<file path="config.mk">
export PLATFORM = sky130hd
export DESIGN_NAME = pipeline_stage_chain
export DESIGN_NICKNAME = d
export VERILOG_FILES = /design/src/rtl/pipeline_stage_chain.sv
export SDC_FILE = /design/constraint.sdc
export NUM_CORES = 1
export LEC_CHECK = 0
export ABC_AREA = 0
export BUFFER_PORTS_ARGS = -buffer_cell sky130_fd_sc_hd__buf_2
export CORE_ASPECT_RATIO = 0.8
export CORE_MARGIN = 8
export CORE_UTILIZATION = 50
export CTS_CLUSTER_DIAMETER = 50
export DETAILED_ROUTE_END_ITERATION = 8
export PLACE_DENSITY_LB_ADDON = 0.2
export SYNTH_ARGS = -nofsm -noshare
export SYNTH_HDL_FRONTEND = slang
export SYNTH_SLANG_ARGS = --single-unit
</file>
<file path="constraint.sdc">
create_clock -name clk -period 1.67 [get_ports clk]
set_input_delay 0.0835 -clock clk [delete_from_list [all_inputs] [get_ports clk]]
set_output_delay 0.0835 -clock clk [all_outputs]
set_load 0.1 [all_outputs]
</file>
<file path="src/rtl/pipeline_stage_chain.sv">
// ============================================================================
// Module   : pipeline_stage_chain
// Brief    : Multi-stage pipeline register chain with valid bits, stall,
//            per-stage flush and registered occupancy count.
// Revision : 1.0
// ============================================================================
`default_nettype none

module pipeline_stage_chain #(
    parameter int              N         = 32,
    parameter int              STAGES    = 1,
    parameter logic [N-1:0]    NOP_VALUE = {N{1'b0}},
    parameter bit              NEGEDGE   = 1'b1
) (
    input  logic                        clk,
    input  logic                        reset,
    input  logic                        enable,
    input  logic                        stall_i,
    input  logic [STAGES-1:0]           flush_i,
    input  logic [N-1:0]                data_i,
    input  logic                        valid_i,
    output logic [N-1:0]                data_o,
    output logic                        valid_o,
    output logic [STAGES-1:0]           stage_valid_o,
    output logic [$clog2(STAGES+1)-1:0] occupancy_o
);

    localparam int c_OCC_W = $clog2(STAGES+1);

    logic                 w_clk;
    logic                 w_advance;
    logic [N-1:0]         w_data_nxt  [STAGES];
    logic [STAGES-1:0]    w_valid_nxt;
    logic [c_OCC_W-1:0]   w_occ_nxt;

    logic [N-1:0]         r_data      [STAGES];
    logic [STAGES-1:0]    r_valid;
    logic [c_OCC_W-1:0]   r_occ;

    // Edge selection is static, so this reduces to a wire or a single inverter.
    assign w_clk     = NEGEDGE ? ~clk : clk;
    assign w_advance = enable & ~stall_i;

    always_comb begin
        for (int k = 0; k < STAGES; k++) begin
            w_data_nxt[k]  = r_data[k];
            w_valid_nxt[k] = r_valid[k];
        end

        if (flush_i[0]) begin
            w_data_nxt[0]  = NOP_VALUE;
            w_valid_nxt[0] = 1'b0;
        end else if (w_advance) begin
            // Invalid input is replaced by the NOP so X on data_i never propagates.
            w_data_nxt[0]  = valid_i ? data_i : NOP_VALUE;
            w_valid_nxt[0] = valid_i;
        end

        for (int k = 1; k < STAGES; k++) begin
            if (flush_i[k]) begin
                w_data_nxt[k]  = NOP_VALUE;
                w_valid_nxt[k] = 1'b0;
            end else if (w_advance) begin
                w_data_nxt[k]  = r_data[k-1];
                w_valid_nxt[k] = r_valid[k-1];
            end
        end
    end

    always_comb begin
        w_occ_nxt = '0;
        for (int k = 0; k < STAGES; k++) begin
            w_occ_nxt = w_occ_nxt + c_OCC_W'(w_valid_nxt[k]);
        end
    end

    always_ff @(posedge w_clk or negedge reset) begin
        if (!reset) begin
            for (int k = 0; k < STAGES; k++) begin
                r_data[k] <= NOP_VALUE;
            end
            r_valid <= '0;
            r_occ   <= '0;
        end else begin
            for (int k = 0; k < STAGES; k++) begin
                r_data[k] <= w_data_nxt[k];
            end
            r_valid <= w_valid_nxt;
            r_occ   <= w_occ_nxt;
        end
    end

    assign data_o        = r_data[STAGES-1];
    assign valid_o       = r_valid[STAGES-1];
    assign stage_valid_o = r_valid;
    assign occupancy_o   = r_occ;

endmodule

`default_nettype wire
</file>
Yosys cells after proc, flatten, opt, wreduce, memory -nomap -nowiden
Index checks and enable logic that the tools add are counted.
Widths: inputs -> output; s select.
{ "totals": {"memories": 0, "mem_bits_rw": 0, "inputBits": 38, "output_inout_bits": 35, "regBits": 33, "latch_bits": 0, "mem_bits_ro": 0, "elab_cells": 10} }
{ "op_classes": {"bitwise": 2, "eq_ne": 0, "order_cmp": 0, "n_div": 0, "add_sub_neg": 0, "shift": 0, "n_reduce_logical": 1, "muxes": 5, "n_mul": 0} }
{ "ops": {"columns": ["op", "n"], "rows": [
  ["$mux 32", 3],
  ["$mux 1", 2],
  ["$reduce_bool 2->1", 1],
  ["$and 1x1->1", 1],
  ["$not 1->1", 1]
]} }

Logic depth before layout (Yosys ltp)
Gate-level depths: netlist of the first run.
{ "logic_depth": {"word_depth": 4, "mapped_depth": 5, "ltp_nobuf": 3} }

==> results.json, run 1 <==
{
  "drive_gt1_share_pct": 79.3,
  "ir_worst_vdd_mv": 0.525,
  "via_per_inst": 5.21,
  "io_buffers": 72,
  "gp_congestion": 0.677,
  "detail_route.wl_per_cell_microns": 17.4,
  "ctsHoldBuffers": 0,
  "arrival_ns": 1.86,
  "num_rows": 19,
  "path_clk_slew_ns": 0.05,
  "grt_usage_pct": 17.0,
  "area_growth_pct": 66.1,
  "clock_latency_ns": 0.29,
  "drt_wl_total_mm": 5.19,
  "cts_tree": "done",
  "hold_class": "input port to async pin",
  "root_buffer": "clkbuf_8",
  "fin_ws_ns": -0.269,
  "reg2reg_from": "data_o[17]$_DFFE_NN0P_",
  "antenna_cells": 0,
  "nets": 294,
  "dpl.hpwl_mm": 3.48,
  "status": "finished with violations",
  "grt_pass1_wl_mm": 8.20,
  "die_w_microns": 83.5,
  "antenna_found_initial": 0,
  "coreArea_sq_um": 3470,
  "netlist_instances": 152,
  "first_global_vias": 1635,
  "drc": 0,
  "worstSetupEndpointType": "output port",
  "worstMarginPinSlew_ns": 0.495,
  "final_core_utilization_pct": 87.2,
  "finalSetupViolCount": 35,
  "via_count": 1553,
  "dieArea_sq_um": 5840,
  "clock-sinks": 33,
  "synth_area_sq_um": 1820,
  "die_h_microns": 70.0,
  "skew_ns": 0,
  "synthesis.nets": 190,
  "cp_max_fo": 4,
  "path_class": "flip-flop to output port",
  "cts_buffer_depth": 2,
  "yosysWarnings": 0,
  "p_leak_nw": 1.32,
  "drt_first_pass_iters": 4,
  "drv_cap": 0,
  "place_ws_ns": -0.255,
  "grt_overflow_total": 0,
  "start_kind": "flip-flop",
  "placement.cell_area_sq_um": 2680,
  "cp.required_ns": 1.59,
  "avgSynthCellArea_sq_um": 12.0,
  "rsz0062_at_grt": "yes",
  "start_util_pct": 52.5,
  "fin_area_sq_um": 3030,
  "synth.distinct_cells": 14,
  "synth-seq-cells": 33,
  "grt_max_degree": 34,
  "crit_start": "occupancy_o$_DFFE_NN0P_",
  "first_iter_violations": 118,
  "ioPinCount": 73,
  "h-tree-depth": 2,
  "ant_nets": 0,
  "relSlewSlack_pct": 67.0,
  "synth-seq-area-share_pct": 45.3,
  "power_density_nw_per_um2": 671,
  "fin_tns_setup_ns": -6.90,
  "hold_viol_final": 0,
  "violations": "setup timing",
  "final_max_slew_viol_count": 0,
  "numCtsBuffers": 5
}
==> cells in the mapped netlist <==
| cell | number | area share (%) |
|---|---|---|
| a21oi_2 | 30 | 14 |
| buf_2 | 3 | 0.82 |
| nand2_1 | 4 | 0.82 |
| a21oi_1 | 3 | 0.82 |
| buf_4 | 3 | 1.2 |
| clkbuf_1 | 1 | 0.21 |
| dfrtn_1 | 33 | 45 |
| nor2b_4 | 1 | 0.76 |
| buf_6 | 3 | 1.9 |
| buf_12 | 8 | 8.8 |
| nand2b_1 | 1 | 0.34 |
| nand3_2 | 20 | 11 |
| nand2_2 | 30 | 10 |
| nand3_1 | 12 | 3.3 |
==> critical path, stage by stage (launching register included) <==
cell and delay, ns:
dfrtn_1 0.43, buf_12 0.13, buf_12 0.16
==> state kept, by name, summed over array words and instances, names as in the netlist <==
name / count
data_o: 32
occupancy_o: 1
==> through the flow <==
step | instances | hold WS, ns | power, mW
after global placement | 256 | 0.542 | 1.39
after detailed placement | 256 | 0.555 | 1.40
after CTS | 290 | 0.474 | 2.03
after global routing | 298 | 0.485 | 2.09
after floorplan | 152 | 0.514 | 1.21
final | 298 | 0.467 | 2.03
==> area by class of cell <==
type	instances	area, sq um
tap	42	52.6
fill	168	444
clock buffer	7	86.3
multi-input combinational	101	763
timing repair buffer	115	1300
sequential	33	826
==> cell usage in the layout, fill, tap and decap left out <==
cell	instances
a21oi_1	3
a21oi_2	30
buf_12	42
buf_2	36
buf_4	36
clkbuf_1	1
clkbuf_4	1
clkbuf_8	6
dfrtn_1	33
nand2_1	4
nand2_2	30
nand2b_2	1
nand3_1	12
nand3_2	20
nor2b_4	1
==> path summary, 6_finish.rpt <==
path | to | slack (ns) | cells past startpoint
worst max register to register | data_o[17]$_DFFE_NN0P_ | 0.76 | 4
max in group asynchronous | data_o[0]$_DFFE_NN0P_ | 1.00 | 2
worst min register to register | data_o[25]$_DFFE_NN0P_ | 0.57 | 2
min in group clk | data_o[25]$_DFFE_NN0P_ | 0.57 | 2
worst max-delay path | stage_valid_o | -0.27 | 2
worst min-delay path | data_o[21]$_DFFE_NN0P_ | 0.47 | 2
==> layer usage <==
layer	wire length [microns]	share of wire [%]	vias up	track usage [%]
met5	0	0	-	0
met4	82	1.6	0	4.97
met3	304	5.9	10	6.03
met2	2660	51	51	29.2
met1	2140	41	777	19.2
li1	-	-	715	-
==> where the power goes <==
| group | total (mW) | internal, mW | switching (mW) |
|---|---|---|---|
| clock | 0.604 | 0.327 | 0.278 |
| sequential | 0.855 | 0.829 | 0.0262 |
| combinational | 0.571 | 0.221 | 0.350 |
| total | 2.03 | 1.38 | 0.654 |
==> cell families (layout without fill, tap and decap cells) <==
kind of cell,count (synthesis),in the layout,share of synthesized area [%]
compound gates,33,33,15.2
buf+inv,18,122,12.9
simple gates,68,68,26.5
flops,33,33,45.3
==> what timing repair did <==
item                                    CTS  global route
resized for setup                         0             1
endpoints found under the setup margin   35            36
setup buffers                            27             8
gates cloned                              0             0
pin swaps                                 0             0
No activity file was read; power rests on OpenSTA's default activity.
==> run 2, diff against run 1 <==
--- a/config.mk
+++ b/config.mk
@@ -12,7 +12,8 @@
 export CORE_UTILIZATION = 50
 export CTS_CLUSTER_DIAMETER = 50
 export DETAILED_ROUTE_END_ITERATION = 8
-export PLACE_DENSITY_LB_ADDON = 0.2
+export GPL_ROUTABILITY_DRIVEN = 0
+export PLACE_DENSITY = 0.83
 export SYNTH_ARGS = -nofsm -noshare
 export SYNTH_HDL_FRONTEND = slang
 export SYNTH_SLANG_ARGS = --single-unit
==> run 2 against run 1 <==
  * The flow still finishes with violations (setup timing)
  * Utilization down 0.47 points
  * Clock-buffer cell count shrank 1
  * Flip-flop and latch count is the same
  * Global-route usage is 1.9 points higher
  * Combinational power hardly changed
  * Wire length increased by 3.5%
  * First-iteration DRC count grew 14%
  * Sequential power is essentially flat
  * Worst hold slack lost 0.0090 ns
  * Clock skew unchanged
  * Highest routed layer unchanged
==> results.json, run 2 (synthesis gave the netlist of run 1 again) <==
{
  "via_count": 1559,
  "ant_nets": 0,
  "grt_max_degree": 34,
  "relSlewSlack_pct": 85.2,
  "num_rows": 19,
  "mostFrequentLayoutCell": "buf_12",
  "io_buffers": 72,
  "power_density_nw_per_um2": 665,
  "worstReg2RegEnd": "data_o[16]$_DFFE_NN0P_",
  "final_cell_mix": "43 x buf_12, 37 x buf_2, 33 x dfrtn_1",
  "worstSetupEndpointType": "output port",
  "ioPinCount": 73,
  "h-tree-depth": 2,
  "fin_ws_ns": -0.276,
  "power_frac_clock_pct": 28.6,
  "first_global_vias": 1706,
  "skew_ns": 0,
  "final_core_utilization_pct": 86.7,
  "largest_register_ffs": 32,
  "final_max_slew_viol_count": 0,
  "r2r_cells": 4,
  "power_mw": 2.00,
  "placement.cell_area_sq_um": 2690,
  "drc": 0,
  "worstMarginPinSlew_ns": 0.222,
  "ctsResizeCount": 0,
  "clock-sinks": 33,
  "switching_power_uw": 663,
  "root_buffer": "clkbuf_8",
  "ir_worst_vdd_mv": 0.480,
  "cp_max_fo": 4,
  "p_leak_nw": 1.30,
  "first_iter_violations": 134,
  "die_w_microns": 83.5,
  "status": "finished with violations",
  "start_kind": "flip-flop",
  "antenna_cells": 0,
  "die_h_microns": 70.0,
  "ctsHoldBuffers": 0,
  "drt_wl_total_mm": 5.37,
  "cts_buffer_depth": 2,
  "drt_first_pass_iters": 4,
  "area_growth_pct": 65.2,
  "dpl.hpwl_mm": 3.56,
  "antenna_found_initial": 0,
  "hold_viol_final": 0,
  "swShare_pct": 33.1,
  "via_per_inst": 5.27,
  "numCtsBuffers": 5,
  "drive_gt1_share_pct": 79.1,
  "clock_latency_ns": 0.29,
  "start_util_pct": 52.5,
  "regArea_sq_um": 826,
  "coreArea_sq_um": 3470,
  "reg2reg_from": "data_o[16]$_DFFE_NN0P_",
  "p_int_mw": 1.34,
  "violations": "setup timing",
  "reg2reg_slack_ns": 0.76,
  "fin_area_sq_um": 3010,
  "place_ws_ns": -0.0966,
  "path_clk_slew_ns": 0.05,
  "seqPwrFrac_pct": 42.7,
  "nets": 291,
  "cp.required_ns": 1.59,
  "drv_cap": 0,
  "arrival_ns": 1.86,
  "p_comb_share_pct": 28.7,
  "hold_class": "input port to async pin",
  "dieArea_sq_um": 5840,
  "rsz0062_at_grt": "yes",
  "grt_pass1_wl_mm": 8.94,
  "path_class": "flip-flop to output port",
  "grt_usage_pct": 18.8,
  "detail_route.wl_per_cell_microns": 18.1,
  "finalSetupViolCount": 35,
  "multi_input_area_sq_um": 763,
  "cts_tree": "done",
  "grt_overflow_total": 0,
  "fillers": 162
}
[run 2: cell type report]
type                    instances  share of cell area, %
clock buffers                   6                   2.41
repair buffers                112                   42.7
multi-input cells             101                   25.4
well taps                      42                   1.75
clock inverters                 2                  0.333
flip-flops and latches         33                   27.4
[run 2: power by group through the flow]
stage          clock [mW]  combinational (mW)  sequential (mW)
4_1_cts             0.595               0.569            0.854
3_3_place_gp            0               0.526            0.871
6_report            0.573               0.574            0.854
5_1_grt             0.639               0.598            0.856
2_1_floorplan           0               0.185             1.03
3_5_place_dp            0               0.537            0.871
[run 2: critical path, cell delays in order (launching register included)]
cell and delay, ns:
dfrtn_1 0.44, buf_12 0.13, buf_12 0.17
[run 2: per-stage QoR]
| step | TNS (ns) | hold WS (ns) | std cells |
|---|---|---|---|
| after floorplan | -8.63 | 0.514 | 152 |
| after global placement | -1.20 | 0.548 | 256 |
| after detailed placement | -2.13 | 0.557 | 256 |
| after CTS | -7.04 | 0.465 | 291 |
| after global routing | -7.87 | 0.471 | 296 |
| final | -6.85 | 0.458 | 296 |
[run 2: what timing repair did]
action	CTS	global route
endpoints found under the setup margin	35	35
gates cloned	0	0
hold endpoints to repair	0	0
buffers inserted	27	5
[run 2: worst max path at each step]
stage,cells past startpoint,start,slack [ns],end
after detailed placement,5,stall_i,-0.1,data_o[25]$_DFFE_NN0P_
after global routing,2,occupancy_o$_DFFE_NN0P_,-0.31,stage_valid_o
final,2,occupancy_o$_DFFE_NN0P_,-0.28,valid_o
after floorplan,1,occupancy_o$_DFFE_NN0P_,-0.59,stage_valid_o
after CTS,2,occupancy_o$_DFFE_NN0P_,-0.28,stage_valid_o
after global placement,5,stall_i,-0.05,occupancy_o$_DFFE_NN0P_
[run 2: routing by layer]
layer | part of all wire, % | track usage, %
met1 | 40 | 20.9
met2 | 53 | 33.3
met3 | 5.3 | 5.56
met4 | 1.6 | 6.88
met5 | 0 | 0
